**src/rtl/serial_alu_seq.sv**
```systemverilog
// Bit-serial sequencer: streams a WIDTH-bit operand pair LSB-first through an
// external 1-bit ALU slice, chaining its carry, and assembles the parallel result.
module serial_alu_seq #(
   parameter int WIDTH = 8
) (
   input  logic             clk,
   input  logic             rst_n,
   input  logic             start_i,
   output logic             ready_o,
   input  logic [WIDTH-1:0] a_i,
   input  logic [WIDTH-1:0] b_i,
   input  logic [1:0]       op_i,
   input  logic             cin_i,
   output logic             done_o,
   output logic [WIDTH-1:0] result_o,
   output logic             cout_o,
   output logic             zero_o,
   output logic             slice_a_o,
   output logic             slice_b_o,
   output logic             slice_cin_o,
   output logic [1:0]       slice_op_o,
   input  logic             slice_result_i,
   input  logic             slice_cout_i
);

   localparam int IW = (WIDTH > 1) ? $clog2(WIDTH) : 1;
   localparam logic [IW-1:0] LAST_IDX = IW'(WIDTH - 1);

   typedef enum logic [1:0] {
      IDLE = 2'b00,
      RUN  = 2'b01,
      DONE = 2'b10
   } state_t;

   state_t           state_r;
   state_t           state_nxt_s;
   logic [WIDTH-1:0] a_r;
   logic [WIDTH-1:0] b_r;
   logic [1:0]       op_r;
   logic             cin_r;
   logic             carry_r;
   logic [IW-1:0]    idx_r;
   logic [WIDTH-1:0] res_r;
   logic [WIDTH-1:0] result_r;
   logic             cout_r;
   logic             zero_r;
   logic             done_r;
   logic             ready_r;

   logic             last_s;
   logic [WIDTH-1:0] res_nxt_s;
   logic             slice_a_s;
   logic             slice_b_s;
   logic             slice_cin_s;

   assign last_s = (idx_r == LAST_IDX);

   // Next-state decode for the IDLE/RUN/DONE sequencer.
   always_comb begin
      state_nxt_s = state_r;
      case (state_r)
         IDLE: begin
            if (start_i) begin
               state_nxt_s = RUN;
            end else begin
               state_nxt_s = IDLE;
            end
         end
         RUN: begin
            if (last_s) begin
               state_nxt_s = DONE;
            end else begin
               state_nxt_s = RUN;
            end
         end
         DONE:    state_nxt_s = IDLE;
         default: state_nxt_s = IDLE;
      endcase
   end

   // Slice pin drive; pins are quiet outside RUN so the slice sees no stray toggles.
   always_comb begin
      slice_a_s   = 1'b0;
      slice_b_s   = 1'b0;
      slice_cin_s = 1'b0;
      if (state_r == RUN) begin
         slice_a_s   = a_r[idx_r];
         slice_b_s   = b_r[idx_r];
         slice_cin_s = (idx_r == {IW{1'b0}}) ? cin_r : carry_r;
      end else begin
         slice_a_s   = 1'b0;
         slice_b_s   = 1'b0;
         slice_cin_s = 1'b0;
      end
   end

   // Current result with this cycle's slice bit merged in, so the final word is ready on the MSB edge.
   always_comb begin
      res_nxt_s = res_r;
      if (state_r == RUN) begin
         res_nxt_s[idx_r] = slice_result_i;
      end else begin
         res_nxt_s = res_r;
      end
   end

   // State register.
   always_ff @(posedge clk) begin
      if (!rst_n) begin
         state_r <= IDLE;
      end else begin
         state_r <= state_nxt_s;
      end
   end

   // Operand latch, bit counter, carry chain and serial result accumulation.
   always_ff @(posedge clk) begin
      if (!rst_n) begin
         a_r     <= {WIDTH{1'b0}};
         b_r     <= {WIDTH{1'b0}};
         op_r    <= 2'b00;
         cin_r   <= 1'b0;
         carry_r <= 1'b0;
         idx_r   <= {IW{1'b0}};
         res_r   <= {WIDTH{1'b0}};
      end else begin
         case (state_r)
            IDLE: begin
               if (start_i) begin
                  a_r     <= a_i;
                  b_r     <= b_i;
                  op_r    <= op_i;
                  cin_r   <= cin_i;
                  carry_r <= 1'b0;
                  idx_r   <= {IW{1'b0}};
                  res_r   <= {WIDTH{1'b0}};
               end else begin
                  idx_r   <= idx_r;
               end
            end
            RUN: begin
               res_r   <= res_nxt_s;
               carry_r <= slice_cout_i;
               if (!last_s) begin
                  idx_r <= idx_r + {{(IW-1){1'b0}}, 1'b1};
               end else begin
                  idx_r <= idx_r;
               end
            end
            default: begin
               idx_r <= idx_r;
            end
         endcase
      end
   end

   // Registered outputs: results only change on the edge that finishes the MSB.
   always_ff @(posedge clk) begin
      if (!rst_n) begin
         result_r <= {WIDTH{1'b0}};
         cout_r   <= 1'b0;
         zero_r   <= 1'b0;
         done_r   <= 1'b0;
         ready_r  <= 1'b1;
      end else begin
         ready_r <= (state_nxt_s == IDLE);
         if ((state_r == RUN) && last_s) begin
            result_r <= res_nxt_s;
            cout_r   <= slice_cout_i;
            zero_r   <= (res_nxt_s == {WIDTH{1'b0}});
            done_r   <= 1'b1;
         end else begin
            done_r   <= 1'b0;
         end
      end
   end

   assign ready_o     = ready_r;
   assign done_o      = done_r;
   assign result_o    = result_r;
   assign cout_o      = cout_r;
   assign zero_o      = zero_r;
   assign slice_a_o   = slice_a_s;
   assign slice_b_o   = slice_b_s;
   assign slice_cin_o = slice_cin_s;
   assign slice_op_o  = op_r;

endmodule

```
**config.mk**
```make
export PLATFORM = sky130hd
export DESIGN_NAME = serial_alu_seq
export DESIGN_NICKNAME = d
export VERILOG_FILES = /design/src/rtl/serial_alu_seq.sv
export SDC_FILE = /design/constraint.sdc
export NUM_CORES = 1
export LEC_CHECK = 0
export CORE_UTILIZATION = 55
export DETAILED_ROUTE_END_ITERATION = 10
export PLACE_DENSITY = 0.84
export SYNTH_ARGS = -nofsm -noshare
export SYNTH_HDL_FRONTEND = slang
export SYNTH_SLANG_ARGS = --single-unit
```
**constraint.sdc**
```tcl
create_clock -name clk -period 4.05 [get_ports clk]
set_input_delay 0.81 -clock clk [delete_from_list [all_inputs] [get_ports clk]]
set_output_delay 0.81 -clock clk [all_outputs]
set_load 0.02 [all_outputs]
```
Word-level counts from Yosys, hierarchy flattened
Cells that the tools add are included.
{"block": "word_totals", "reg_bits": 45, "output_inout_bits": 17, "wordCells": 53}
{"block": "classes", "add_sub_neg": 1, "magnitude_cmp": 2, "n_eq_ne": 4, "mux": 23, "n_reduce_logical": 10}
{"op": "8-bit 2-to-1 mux", "n": 2}
{"op": "8-bit one-hot mux with 2 select lines", "n": 1}
{"op": "1-bit 2-to-1 mux", "n": 10}
{"op": "8-bit bitwise mux", "n": 1}
{"op": "8-bit zero test", "n": 1}
{"op": "1-bit binary-select mux with 3-bit select", "n": 2}
{"op": "3-bit 2-to-1 mux", "n": 2}
{"op": "3-bit one-hot mux with 2 select lines", "n": 1}
{"op": "2-bit zero test", "n": 2}
{"op": "3-bit by 4-bit < comparator with 1-bit output, second input constant", "n": 1}
{"op": "2-bit != test, second input constant", "n": 2}
{"op": "2-bit one-hot mux with 2 select lines", "n": 1}
{"op": "2-bit AND reduction", "n": 2}
{"op": "3-bit by 1-bit adder with 3-bit output, second input constant", "n": 1}
{"op": "1-bit demux with 3-bit select", "n": 1}
{"op": "3-bit equality test, second input constant", "n": 1}
{"op": "3-bit by 1-bit greater-or-equal comparator with 1-bit output, second input constant", "n": 1}
{"op": "3-bit zero test", "n": 1}
{"op": "3-bit AND reduction", "n": 1}
{"op": "2-bit by 1-bit equality test with 1-bit output, second input constant", "n": 1}
{"op": "1-bit logical AND", "n": 2}
{"op": "2-bit 2-to-1 mux", "n": 1}
{"op": "1-bit one-hot mux with 2 select lines", "n": 1}
{"op": "2-bit nonzero test", "n": 1}

Logic depth before layout (Yosys ltp)
{"block": "logic_depth", "ltp_word": 7, "ltp_mapped": 8}

Least setup slack after synthesis
Ideal clock, no wire load.
{"block": "synth_timing", "path_type": "register -> output", "startpoint": "reg idx_r[1]", "endpoint": "out slice_b_o", "t_arrival_ps": 1360, "t_required_ps": 3240, "path_slack_ps": 1880, "path_stages_with_launch": 5, "path_buffers": 1, "cell_sequence": "dfxtp_1 > buf_2 > mux4_2 > nand2_1 > a21oi_1"}
{"block": "synth_between", "elab_chain_cells": 3}
{"item": "start: declaration", "line": "42", "source": "logic [IW-1:0] idx_r;"}
{"item": "start signal: assignment", "line": "124", "source": "idx_r <= {IW{1'b0}};"}
{"item": "start signal: assignment", "line": "135", "source": "idx_r <= {IW{1'b0}};"}
{"item": "start signal: assignment", "line": "138", "source": "idx_r <= idx_r;"}
{"item": "1-bit binary-select mux with 3-bit select", "line": "88", "source": "slice_b_s = b_r[idx_r];"}
{"item": "1-bit 2-to-1 mux (implied by the code)", "line": "88"}
{"item": "1-bit 2-to-1 mux", "line": "86", "source": "if (state_r == RUN) begin"}
{"item": "end: declaration", "line": "19", "source": "output logic slice_b_o,"}
Every way passes these cells. The select of a mux whose other input is x is not followed.

Final worst setup path
{"block": "layout_timing", "startpoint": "reg idx_r[1]", "endpoint": "out slice_cin_o"}
{"block": "layout_between", "elab_chain_cells": 3}
{"item": "3-bit zero test", "line": "89", "source": "slice_cin_s = (idx_r == {IW{1'b0}}) ? cin_r : carry_r;"}
{"item": "1-bit 2-to-1 mux", "line": "89"}
{"item": "1-bit 2-to-1 mux", "line": "86"}
{"item": "end: declaration", "line": "20", "source": "output logic slice_cin_o,"}
Every way passes these cells.

==> impl_metrics.csv <==
group,metric,value,unit
critical_path,path_class,"reg -> out",
grt,grt_antenna_before_repair,0,
die,rows,22,
clock_tree,clkLatencyLatePin,0.30,ns
placement,numPortBuffers,40,
critical_path,crit_fanout,15,
clock_tree,clockBufferDepth,2,
logic_synthesis,async_reset_ff_share,0,%
pwr,worst_ir_drop_vdd,0.292,mV
grt,grt_pass1_vias,1781,
pwr,powerDensity,357,mW/mm²
timing,post-route-min-period,3.16,ns
timing,whs,0.456,ns
final_layout,antennaDiodeCount,0,
timing,fin_crit_sh,78.0,%
die,ios,41,
grt,grt_max_degree,42,
grt,track_usage,26.7,%
timing,final.setup.tns,0,ns
placement,dpl-instance-area,0.00249,mm²
logic_synthesis,syn_nets,284,
critical_path,critPathBufInv,2,
grt,busiest_layer,"met2",
final_layout,fin_util,71.2,%
timing,relSlewSlack,53.0,%
timing,hold_viol,0,
timing,clock_skew,0.00696,ns
die,die_area,0.00408,mm²
route,avgRoutedWirePerCell,14.3,µm
logic_synthesis,ys_types,42,
critical_path,worstSetupEndpointType,"primary output",
grt,grt_pass1_wl,8.23,mm
final_layout,layout_common_cells,"nand2_1, dfxtp_1, clkdlybuf4s50_1",
grt,met2_usage,41.5,%
logic_synthesis,syn_inst,257,
logic_synthesis,yosysWarnings,0,
route,remaining_drc_errors,0,
clock_tree,cts_hold_buf,0,
logic_synthesis,syn_avg_cell_area,8.19,µm²
logic_synthesis,synthFlopType,"dfxtp_1",
logic_synthesis,synth_top_area_share,42.8,%
min_path,hold_depth,2,
die,initial_core_util,57.5,%
timing,max_freq,317,MHz
critical_path,cp.arrival,2.35,ns
critical_path,cp.required,3.24,ns
grt,overflow,0,
final_layout,drive_above_1_share,6.92,%
clock_tree,cts_buffers,5,
clock_tree,cts_resized,0,
grt,met1_usage,34.4,%
logic_synthesis,ys_ff_latch,45,
clock_tree,cts_tree,"yes",
pwr,leakage,0.947,nW
critical_path,path_cells,"inv_2 -> ha_1 -> nor2b_1 -> mux2i_1 -> nor2_1 -> clkdlybuf4s50_1",
timing,tightest_slew,0.703,ns
route,vias,1929,
critical_path,critical_path_depth,6,
logic_synthesis,synth_area_leaders,"dfxtp_1, nand2_1, a21oi_1",
clock_tree,cts_setup_buffers,0,
placement,gp_congestion,0.939,
final_layout,nets,315,
final_layout,finish.instance_area,0.00261,mm²
status,status,"finished, final reports clean",
die,die_x,63.9,µm
die,core,0.00366,mm²
clock_tree,cts_sinks,45,
placement,dp_hpwl,3.30,mm
logic_synthesis,synth_edf_count,0,
critical_path,cp_slowest_cell,"dfxtp_1",
final_layout,nFillCells,303,
route,ant_nets,0,
route,drt-pass1-iter-count,4,
logic_synthesis,synth.largest_area_cell,"dfxtp_1",
route,totalWireLength,4.81,mm
critical_path,cp-start-kind,"flop",
clock_tree,htreeDepth,2,
critical_path,rr_worst_depth,6,
final_layout,area_delta_synth_final,23.8,%
run,cap_viol_max_count,0,
timing,finalMaxSlewViolations,0,
critical_path,path_delay_family,"flip-flops",
clock_tree,clock-root-buffer,"clkbuf_8",
route,drt_iter0_markers,160,
die,die_h,63.9,µm
logic_synthesis,yosysSeqAreaShare,42.8,%
min_path,hold_path.class,"reg -> reg",
timing,finalSetupViolCount,0,
grt,use_met3,7.14,%
clock_tree,clk_pin_slew,0.08,ns
critical_path,cp_slowest_stage_delay,0.72,ns
final_layout,final_common_cell,"nand2_1",
logic_synthesis,netlist_area,0.00210,mm²
timing,rsz0062_at_grt,"no",
route,viasPerCell,5.72,
worst min-delay path, cell delays in order (launching register included):
cell     delay, ns
dfxtp_1       0.31
nand2_1       0.05
a21oi_1       0.05
metal layers:
layer / part of all wire [%] / up-vias
met3: 6.7 / 13
met2: 46 / 73
met1: 44 / 889
li1: - / 954
met5: 0 / -
met4: 3.0 / 0
Yosys cell counts, drive strengths merged, types with 3 or more instances:
master and instances:
nor2 30, buf 7, a21o 3, clkbuf 11, ha 3, a22oi 6, o21ai 11, and2 5
nand2 55, mux2i 6, a21oi 29, nor2b 3, dfxtp 45, inv 4, nor3 4, a211oi 5
nand3 4, mux4 4
report_power, final:
group          leakage [nW]  switching (mW)  internal (mW)  total [mW]
combinational         0.523          0.0580         0.0530       0.111
sequential            0.366          0.0124          0.456       0.469
clock                0.0574           0.151          0.201       0.351
metrics by stage:
step	setup slack [ns]	cells	power, mW
2_1_floorplan	1.88	257	0.547
3_3_place_gp	1.30	329	0.587
3_5_place_dp	1.24	329	0.589
4_1_cts	0.883	337	0.938
5_1_grt	0.782	337	0.970
6_report	0.892	337	0.931
area by class of cell:
cell class	instances	area, µm²	share of cell area, %
clock inverter	2	37.5	1.44
tap	48	60.1	2.30
clock buffer	6	82.6	3.17
timing repair buffer	42	415	15.9
multi-input combinational	190	1090	42.0
inverter	4	15.0	0.576
sequential	45	901	34.6
logic make-up (layout without fill, tap and decap cells):
logic type               count (synthesis)  count (layout)  synth area share, %
AO/OA/AOI/OAI                           67              67                 19.6
adder cells (fa/ha/maj)                  3               3                 1.78
AND/OR/NAND/NOR                        109             109                 23.1
buffers and inverters                   22              54                 5.17
multiplexers                            10              10                 7.13
XOR/XNOR                                 1               1                0.416
flip-flops                              45              45                 42.8
worst paths after layout:
check | slack (ns) | to | from
hold reg to reg | 0.46 | cin_r | cin_r
setup reg to reg | 1.53 | zero_o | idx_r[1]
hold / removal | 0.46 | cin_r | cin_r
setup / recovery | 0.89 | slice_cin_o | idx_r[1]
registers in the layout, indices dropped and copies added (netlist names), 2 cells and up:
| register | flops |
|---|---|
| b_r | 8 |
| slice_op_o | 2 |
| idx_r | 3 |
| a_r | 8 |
| state_r | 2 |
| result_o | 8 |
| res_r | 8 |
Power figures use the tool's default switching activity.
